### src/rtl/ms_ws_if.sv
// MEM -> WB handshake: valid, instruction bus and the WB allow-in.
// MEM drives the master side, WB takes the slave side.
interface ms_ws_if #(
  parameter int W = 118
);
  logic         ms_to_ws_valid;
  logic [W-1:0] ms_to_ws_bus;
  logic         ws_allowin;

  modport master (
    output ms_to_ws_valid,
    output ms_to_ws_bus,
    input  ws_allowin
  );

  modport slave (
    input  ms_to_ws_valid,
    input  ms_to_ws_bus,
    output ws_allowin
  );
endinterface

### src/rtl/wb_stage.sv
// Write-back stage with CP0 (exceptions, ERET, mtc0/mfc0, interrupts).
// Define CP0_TIMER_EN to enable the Count/Compare timer.
module wb_stage #(
  parameter logic [31:0] EX_ENTRY = 32'hBFC00380
) (
  input  logic        clk,
  input  logic        resetn,
  ms_ws_if.slave      ms,
  input  logic [5:0]  ext_int,
  output logic        rf_we,
  output logic [4:0]  rf_waddr,
  output logic [31:0] rf_wdata,
  output logic        WS_EX,
  output logic        ERET,
  output logic [31:0] ws_redirect_pc,
  output logic [4:0]  WB_dest,
  output logic [31:0] WB_dest_data,
  output logic [31:0] debug_wb_pc,
  output logic [3:0]  debug_wb_rf_wen,
  output logic [4:0]  debug_wb_rf_wnum,
  output logic [31:0] debug_wb_rf_wdata
);

  localparam logic [4:0] NO_EX = 5'h1f;

  logic         ws_valid_q;
  logic [117:0] bus_q;

  logic [4:0]  rd, exc, dest;
  logic        tlbwi, mfc0, mtc0, pc_err;
  logic        eret, slot, gr_we;
  logic [31:0] badv, result, pc;

  assign {rd, tlbwi, mfc0, mtc0, pc_err,
          badv, exc, eret, slot, gr_we,
          dest, result, pc} = bus_q;

  logic unused_bits;
  assign unused_bits = ^{tlbwi, pc_err};

  assign ms.ws_allowin = 1'b1;

  always_ff @(posedge clk or negedge resetn) begin
    if (!resetn) begin
      ws_valid_q <= 1'b0;
      bus_q      <= '0;
    end else begin
      ws_valid_q <= ms.ms_to_ws_valid;
      if (ms.ms_to_ws_valid) bus_q <= ms.ms_to_ws_bus;
    end
  end

  logic [7:0]  im_q, im_d;
  logic        exl_q, exl_d, ie_q, ie_d;
  logic        bd_q, bd_d, ti_q, ti_d;
  logic [5:0]  iphw_q, iphw_d;
  logic [1:0]  ipsw_q, ipsw_d;
  logic [4:0]  exc_q, exc_d;
  logic [31:0] epc_q, epc_d, badv_q, badv_d;
  logic [31:0] count_q, count_d, cmp_q, cmp_d;

  logic [31:0] status, cause, cp0_rdata;
  logic        int_pend, wr;
  logic [4:0]  code;

  assign status = {9'd0, 1'b1, 6'd0, im_q, 6'd0, exl_q, ie_q};
  assign cause  = {bd_q, ti_q, 14'd0, iphw_q, ipsw_q,
                   1'b0, exc_q, 2'b00};

  assign int_pend = ie_q & ~exl_q &
                    (|({iphw_q, ipsw_q} & im_q));
  assign WS_EX = ws_valid_q & ((exc != NO_EX) | int_pend);
  assign code  = int_pend ? 5'd0 : exc;
  assign ERET  = ws_valid_q & eret & ~WS_EX;
  assign wr    = ws_valid_q & mtc0 & ~WS_EX;

  always_comb begin
    cp0_rdata = 32'd0;
    case (rd)
      5'd8:    cp0_rdata = badv_q;
      5'd9:    cp0_rdata = count_q;
      5'd11:   cp0_rdata = cmp_q;
      5'd12:   cp0_rdata = status;
      5'd13:   cp0_rdata = cause;
      5'd14:   cp0_rdata = epc_q;
      default: cp0_rdata = 32'd0;
    endcase
  end

  // Exception update is applied last so it wins over mtc0/ERET.
  always_comb begin
    im_d   = im_q;
    exl_d  = exl_q;
    ie_d   = ie_q;
    bd_d   = bd_q;
    ipsw_d = ipsw_q;
    exc_d  = exc_q;
    epc_d  = epc_q;
    badv_d = badv_q;
    iphw_d = {ext_int[5] | ti_q, ext_int[4:0]};
    if (wr && rd == 5'd12) begin
      im_d  = result[15:8];
      exl_d = result[1];
      ie_d  = result[0];
    end
    if (wr && rd == 5'd13) ipsw_d = result[9:8];
    if (wr && rd == 5'd14) epc_d = result;
    if (ERET) exl_d = 1'b0;
    if (WS_EX) begin
      exl_d = 1'b1;
      exc_d = code;
      if (!exl_q) begin
        epc_d = slot ? pc - 32'd4 : pc;
        bd_d  = slot;
      end
      if (code == 5'd4 || code == 5'd5) badv_d = badv;
    end
  end

`ifdef CP0_TIMER_EN
  logic tick_q;

  always_ff @(posedge clk or negedge resetn) begin
    if (!resetn) tick_q <= 1'b0;
    else         tick_q <= ~tick_q;
  end

  always_comb begin
    count_d = count_q + {31'd0, tick_q};
    cmp_d   = cmp_q;
    ti_d    = ti_q;
    if (wr && rd == 5'd9) count_d = result;
    if (count_q == cmp_q) ti_d = 1'b1;
    if (wr && rd == 5'd11) begin
      cmp_d = result;
      ti_d  = 1'b0;
    end
  end
`else
  assign count_d = 32'd0;
  assign cmp_d   = 32'd0;
  assign ti_d    = 1'b0;
`endif

  always_ff @(posedge clk or negedge resetn) begin
    if (!resetn) begin
      im_q    <= '0;
      exl_q   <= 1'b0;
      ie_q    <= 1'b0;
      bd_q    <= 1'b0;
      ti_q    <= 1'b0;
      iphw_q  <= '0;
      ipsw_q  <= '0;
      exc_q   <= '0;
      epc_q   <= '0;
      badv_q  <= '0;
      count_q <= '0;
      cmp_q   <= '0;
    end else begin
      im_q    <= im_d;
      exl_q   <= exl_d;
      ie_q    <= ie_d;
      bd_q    <= bd_d;
      ti_q    <= ti_d;
      iphw_q  <= iphw_d;
      ipsw_q  <= ipsw_d;
      exc_q   <= exc_d;
      epc_q   <= epc_d;
      badv_q  <= badv_d;
      count_q <= count_d;
      cmp_q   <= cmp_d;
    end
  end

  assign rf_we    = ws_valid_q & gr_we & ~WS_EX;
  assign rf_waddr = dest;
  assign rf_wdata = mfc0 ? cp0_rdata : result;

  assign ws_redirect_pc = WS_EX ? EX_ENTRY :
                          ERET  ? epc_q : 32'd0;

  assign WB_dest      = dest & {5{ws_valid_q & gr_we}};
  assign WB_dest_data = rf_wdata;

  assign debug_wb_pc       = pc;
  assign debug_wb_rf_wen   = {4{rf_we}};
  assign debug_wb_rf_wnum  = rf_waddr;
  assign debug_wb_rf_wdata = rf_wdata;

endmodule
### src/flat_wrapper.sv
// flat-port wrapper written by rule: the top's interface ports become plain ports
module wb_stage_flat 
#(
  parameter logic [31:0] EX_ENTRY = 32'hBFC00380
)
  (clk, resetn, ext_int, rf_we, rf_waddr, rf_wdata, WS_EX, ERET, ws_redirect_pc, WB_dest, WB_dest_data, debug_wb_pc, debug_wb_rf_wen, debug_wb_rf_wnum, debug_wb_rf_wdata, ms_ms_to_ws_valid, ms_ms_to_ws_bus, ms_ws_allowin);
  ms_ws_if ms_i ();
  input  logic clk;
  input  logic resetn;
  input  logic [5:0] ext_int;
  output logic rf_we;
  output logic [4:0] rf_waddr;
  output logic [31:0] rf_wdata;
  output logic WS_EX;
  output logic ERET;
  output logic [31:0] ws_redirect_pc;
  output logic [4:0] WB_dest;
  output logic [31:0] WB_dest_data;
  output logic [31:0] debug_wb_pc;
  output logic [3:0] debug_wb_rf_wen;
  output logic [4:0] debug_wb_rf_wnum;
  output logic [31:0] debug_wb_rf_wdata;
  input wire logic [$bits(ms_i.ms_to_ws_valid)-1:0] ms_ms_to_ws_valid;
  input wire logic [$bits(ms_i.ms_to_ws_bus)-1:0] ms_ms_to_ws_bus;
  output wire logic [$bits(ms_i.ws_allowin)-1:0] ms_ws_allowin;
  assign ms_i.ms_to_ws_valid = ms_ms_to_ws_valid;
  assign ms_i.ms_to_ws_bus = ms_ms_to_ws_bus;
  assign ms_ws_allowin = ms_i.ws_allowin;
  wb_stage #(.EX_ENTRY(EX_ENTRY)) u_core (.clk(clk), .resetn(resetn), .ms(ms_i), .ext_int(ext_int), .rf_we(rf_we), .rf_waddr(rf_waddr), .rf_wdata(rf_wdata), .WS_EX(WS_EX), .ERET(ERET), .ws_redirect_pc(ws_redirect_pc), .WB_dest(WB_dest), .WB_dest_data(WB_dest_data), .debug_wb_pc(debug_wb_pc), .debug_wb_rf_wen(debug_wb_rf_wen), .debug_wb_rf_wnum(debug_wb_rf_wnum), .debug_wb_rf_wdata(debug_wb_rf_wdata));
endmodule
### config.mk
export PLATFORM = sky130hd
export DESIGN_NAME = wb_stage_flat
export DESIGN_NICKNAME = d
export VERILOG_FILES = /design/src/rtl/ms_ws_if.sv /design/src/rtl/wb_stage.sv /design/src/flat_wrapper.sv
export SDC_FILE = /design/constraint.sdc
export NUM_CORES = 1
export LEC_CHECK = 0
export BUFFER_PORTS_ARGS = -buffer_cell sky130_fd_sc_hd__buf_2
export CORE_ASPECT_RATIO = 1.25
export CORE_MARGIN = 2
export CORE_UTILIZATION = 30
export DETAILED_ROUTE_END_ITERATION = 16
export GPL_TIMING_DRIVEN = 0
export PLACE_DENSITY = 0.5
export SETUP_SLACK_MARGIN = 0.5
export SLEW_MARGIN = 20
export SYNTH_ARGS = -nofsm -noshare
export SYNTH_HDL_FRONTEND = slang
export SYNTH_SLANG_ARGS = --single-unit
export TNS_END_PERCENT = 5
### constraint.sdc
create_clock -name clk -period 2.9 [get_ports clk]
set_input_delay 0.145 -clock clk [delete_from_list [all_inputs] [get_ports clk]]
set_output_delay 0.145 -clock clk [all_outputs]
set_load 0.02 [all_outputs]
==> impl_metrics.csv <==
group,metric,value,unit
timing,relSlewSlack,29.16,%
timing,finalMaxSlewViolations,0,
floorplanning,initial_core_util,30.52,%
critical_path,crit_buf_inv,4,
floorplanning,rows,77,
synthesis,syn_area,10820,µm²
power,combPwrFrac,24.8,%
critical_path,crit_fanout,10,
cells_and_area,final_nets,1655,
place,gp_congestion,0.8210,
synthesis,synth_cell_type_count,60,
critical_path,reg2reg_from,"u_core.bus_q[14]",
cells_and_area,area_growth,56.46,%
routing,routed-via-count,10250,
cells_and_area,layout_common_cells,"247 x buf_2, 199 x dfrtp_1, 146 x buf_4",
routing,wl_per_cell,20.56,µm
routing,first_pass_iters,7,
synthesis,ys_ff_latch,205,
place,placement.io_buffers,306,
hold_path,hp-class,"in -> async",
power,clkPwrFrac,32.7,%
critical_path,worstReg2RegEnd,"u_core.epc_q[27]",
global_route,grt_pass1_vias,10500,
power,seq_power_share,42.6,%
global_route,grt_pass1_wl,62.56,mm
timing,clock_skew,0.02833,ns
routing,drt_iter0_markers,820,
routing,vias_per_cell,5.076,
cts,insertion_delay,0.54,ns
critical_path,crit_type,"reg -> out",
synthesis,synth_warnings,0,
routing,drc_errors,0,
synthesis,syn_nets,1162,
floorplanning,core_area,35450,µm²
critical_path,r2r_setup_slack,0.24,ns
timing,fin_crit,2.744,ns
synthesis,avgSynthCellArea,10.46,µm²
cells_and_area,final_common_cell,"buf_2",
routing,drt-total-wl,41.50,mm
cells_and_area,instances_no_fill,2019,
cts,clk_pin_slew_worst_paths,0.06,ns
cts,cts_sinks,205,
global_route,grt_max_degree,93,
synthesis,synthArstFlopShare,100.0,%
cts,htreeDepth,1,
synthesis,synthFlopType,"dfrtp_1",
job,max_cap_violations,0,
cts,clockRootBuffer,"clkbuf_16",
synthesis,seq_area_frac_synth,47.41,%
timing,period_share,94.61,%
global_route,grt_use_total,21.45,%
timing,rsz0062_at_grt,"true",
critical_path,worstPathArrival,2.60,ns
global_route,antenna_found_initial,1,
critical_path,crit_path_max_incr_delay,0.44,ns
global_route,grt.overflow.total,0,
timing,final_hold_viol_count,0,
status,outcome,"finished, final reports clean",
cells_and_area,final_util,47.75,%
floorplanning,dieArea,37610,µm²
floorplanning,ios,310,
timing,worstMarginPinSlew,1.063,ns
critical_path,path_cells,"nand2b_4 -> nor4_4 -> buf_4 -> clkbuf_8 -> a22oi_1 -> o22ai_4 -> buf_4 -> buf_4",
place,dp_hpwl,29.75,mm
cells_and_area,drive_gt1_share,49.29,%
critical_path,end_kind,"output pin",
place,place_inst,1816,
critical_path,critPathMostFrequentCell,"buf_4",
power,power_density,532.2,nW/µm²
routing,detail-route-antenna-nets,0,
power,power.switching,2.793,mW
critical_path,cp.required,2.76,ns
critical_path,cpMaxStageDelayCell,"dfrtp_2",
floorplanning,die_y,216.3,µm
synthesis,synth_edf_count,0,
timing,setup-violations-final,0,
critical_path,ff2ff_path_depth,7,
synthesis,synthCells,1034,
timing,achievable-frequency,0.3645,GHz
power,p_leak,7.513,nW
critical_path,cp_top_family,"buffers and inverters",
critical_path,start_kind,"flip-flop",
power,p_int,6.217,mW
cts,cts_buffer_depth,3,
power,switching_share,31.00,%
floorplanning,die_w,173.9,µm
power,ir_worst_vdd,311.1,µV
cts,cts_buffers,24,
cts,cts_tree,"done",
kinds of logic (layout without fill, tap and decap cells):
logic type               Yosys count  count (layout)  share of synthesized area [%]
AO/OA/AOI/OAI                    273             273                          17.37
XOR/XNOR                          11              11                         0.8904
adder cells (fa/ha/maj)            2               2                         0.2081
buffers and inverters            237             747                          12.29
flip-flops                       205             205                          47.41
multiplexers                     117             117                          12.15
other                              1               2                        0.03466
AND/OR/NAND/NOR                  188             188                          9.644
worst max path at each step:
stage | cells past startpoint | end | from | slack, ns
after detailed placement | 8 | debug_wb_rf_wdata[21] | u_core.bus_q[114] | -0.77
after global routing | 7 | ws_redirect_pc[28] | u_core.bus_q[73] | 0.1
after global placement | 1 | u_core.bus_q[25] | resetn | -2.03
after CTS | 9 | rf_wdata[15] | u_core.bus_q[117] | 0.18
after floorplan | 7 | debug_wb_rf_wdata[21] | u_core.bus_q[114] | 0.37
final | 8 | debug_wb_rf_wdata[7] | u_core.bus_q[117] | 0.16
layer usage:
| metal | global-route usage, % | vias up | wire, µm |
|---|---|---|---|
| li1 | - | 4690 | - |
| met1 | 26.36 | 5081 | 16370 |
| met2 | 38.59 | 413 | 21210 |
| met3 | 2.596 | 65 | 2539 |
| met4 | 7.619 | 0 | 1379 |
| met5 | 0 | - | 0 |
registers in the layout, indices dropped and copies added (netlist names):
| signal | cells |
|---|---|
| u_core.bus_q | 116 |
| u_core.ie_q | 1 |
| u_core.bd_q | 1 |
| u_core.exc_q | 5 |
| u_core.ipsw_q | 2 |
| u_core.ws_valid_q | 1 |
| u_core.im_q | 8 |
| u_core.epc_q | 32 |
| u_core.iphw_q | 6 |
| u_core.exl_q | 1 |
| u_core.badv_q | 32 |
cell usage after synthesis (4+ instances only):
master,n,area share (%)
dfrtp_1,205,47
mux2_2,115,12
buf_4,111,7.7
clkbuf_1,73,2.5
o21ai_0,62,2.9
nand2_1,47,1.6
inv_1,43,1.5
nand3_1,33,1.5
o22ai_1,32,1.9
o31ai_1,32,2.2
a31oi_1,28,1.6
and2_1,24,1.4
a22oi_1,21,1.5
a211oi_1,16,1.1
nor4_1,16,0.93
a222oi_1,14,1.3
a2111oi_0,13,1.1
a21o_1,12,0.83
a21boi_0,11,0.76
nand4_1,10,0.58
nor3_1,10,0.46
a21oi_1,6,0.28
and3_1,6,0.35
buf_1,6,0.21
nor2_1,6,0.21
or4_1,6,0.42
xor2_1,6,0.49
or2_2,5,0.29
or3_1,5,0.29
xnor2_1,5,0.40
o21a_1,4,0.28
o31a_1,4,0.32
worst reg2reg max path: cells and delay by family (launching register included):
family,cells,cell delay (ns)
buffers and inverters,2,0.31
DFF,1,0.45
and+or+nand+nor,3,1.49
xor gates and xnor gates,1,0.22
muxes,1,0.10
power by group through the flow:
| stage | sequential, mW | clock [mW] | combinational, mW |
|---|---|---|---|
| floorplan | 3.63 | 0 | 1.23 |
| global placement | 3.84 | 0 | 1.71 |
| detailed placement | 3.84 | 0 | 1.75 |
| CTS | 3.81 | 3.01 | 2.18 |
| global route | 3.88 | 3.11 | 2.40 |
| finish | 3.84 | 2.95 | 2.23 |
stage by stage:
step                      cell area [µm²]  setup slack, ns  hold WS (ns)  power [mW]  TNS, ns
after floorplan                     10830           0.3689       -0.1506       4.861        0
after global placement              12960           -2.028        0.2554       5.555  -453.10
after detailed placement            13030          -0.7663       0.07393       5.598   -41.50
after CTS                           16390           0.1839        0.1046       8.998        0
after global routing                16930          0.09856        0.1243       9.399        0
final                               16930           0.1564       0.08890       9.010        0
timing repair:
item	CTS	global route
buffers inserted	12	19
endpoints found under the hold margin	243	0
hold buffers	124	0
endpoints found under the setup margin	213	227
pin swaps	37	29
gates cloned	3	1
gates resized for setup	286	104
layout make-up:
cell class | instances | area (µm²)
fill | 3383 | 18520
multi-input combinational | 592 | 5308
sequential | 205 | 5137
timing repair buffer | 467 | 3450
buffer | 194 | 1521
clock buffer | 31 | 656.9
tap | 474 | 593.1
inverter | 43 | 161.4
clock inverter | 12 | 100.1
antenna | 1 | 2.502
(Power assumes the default switching activity.)
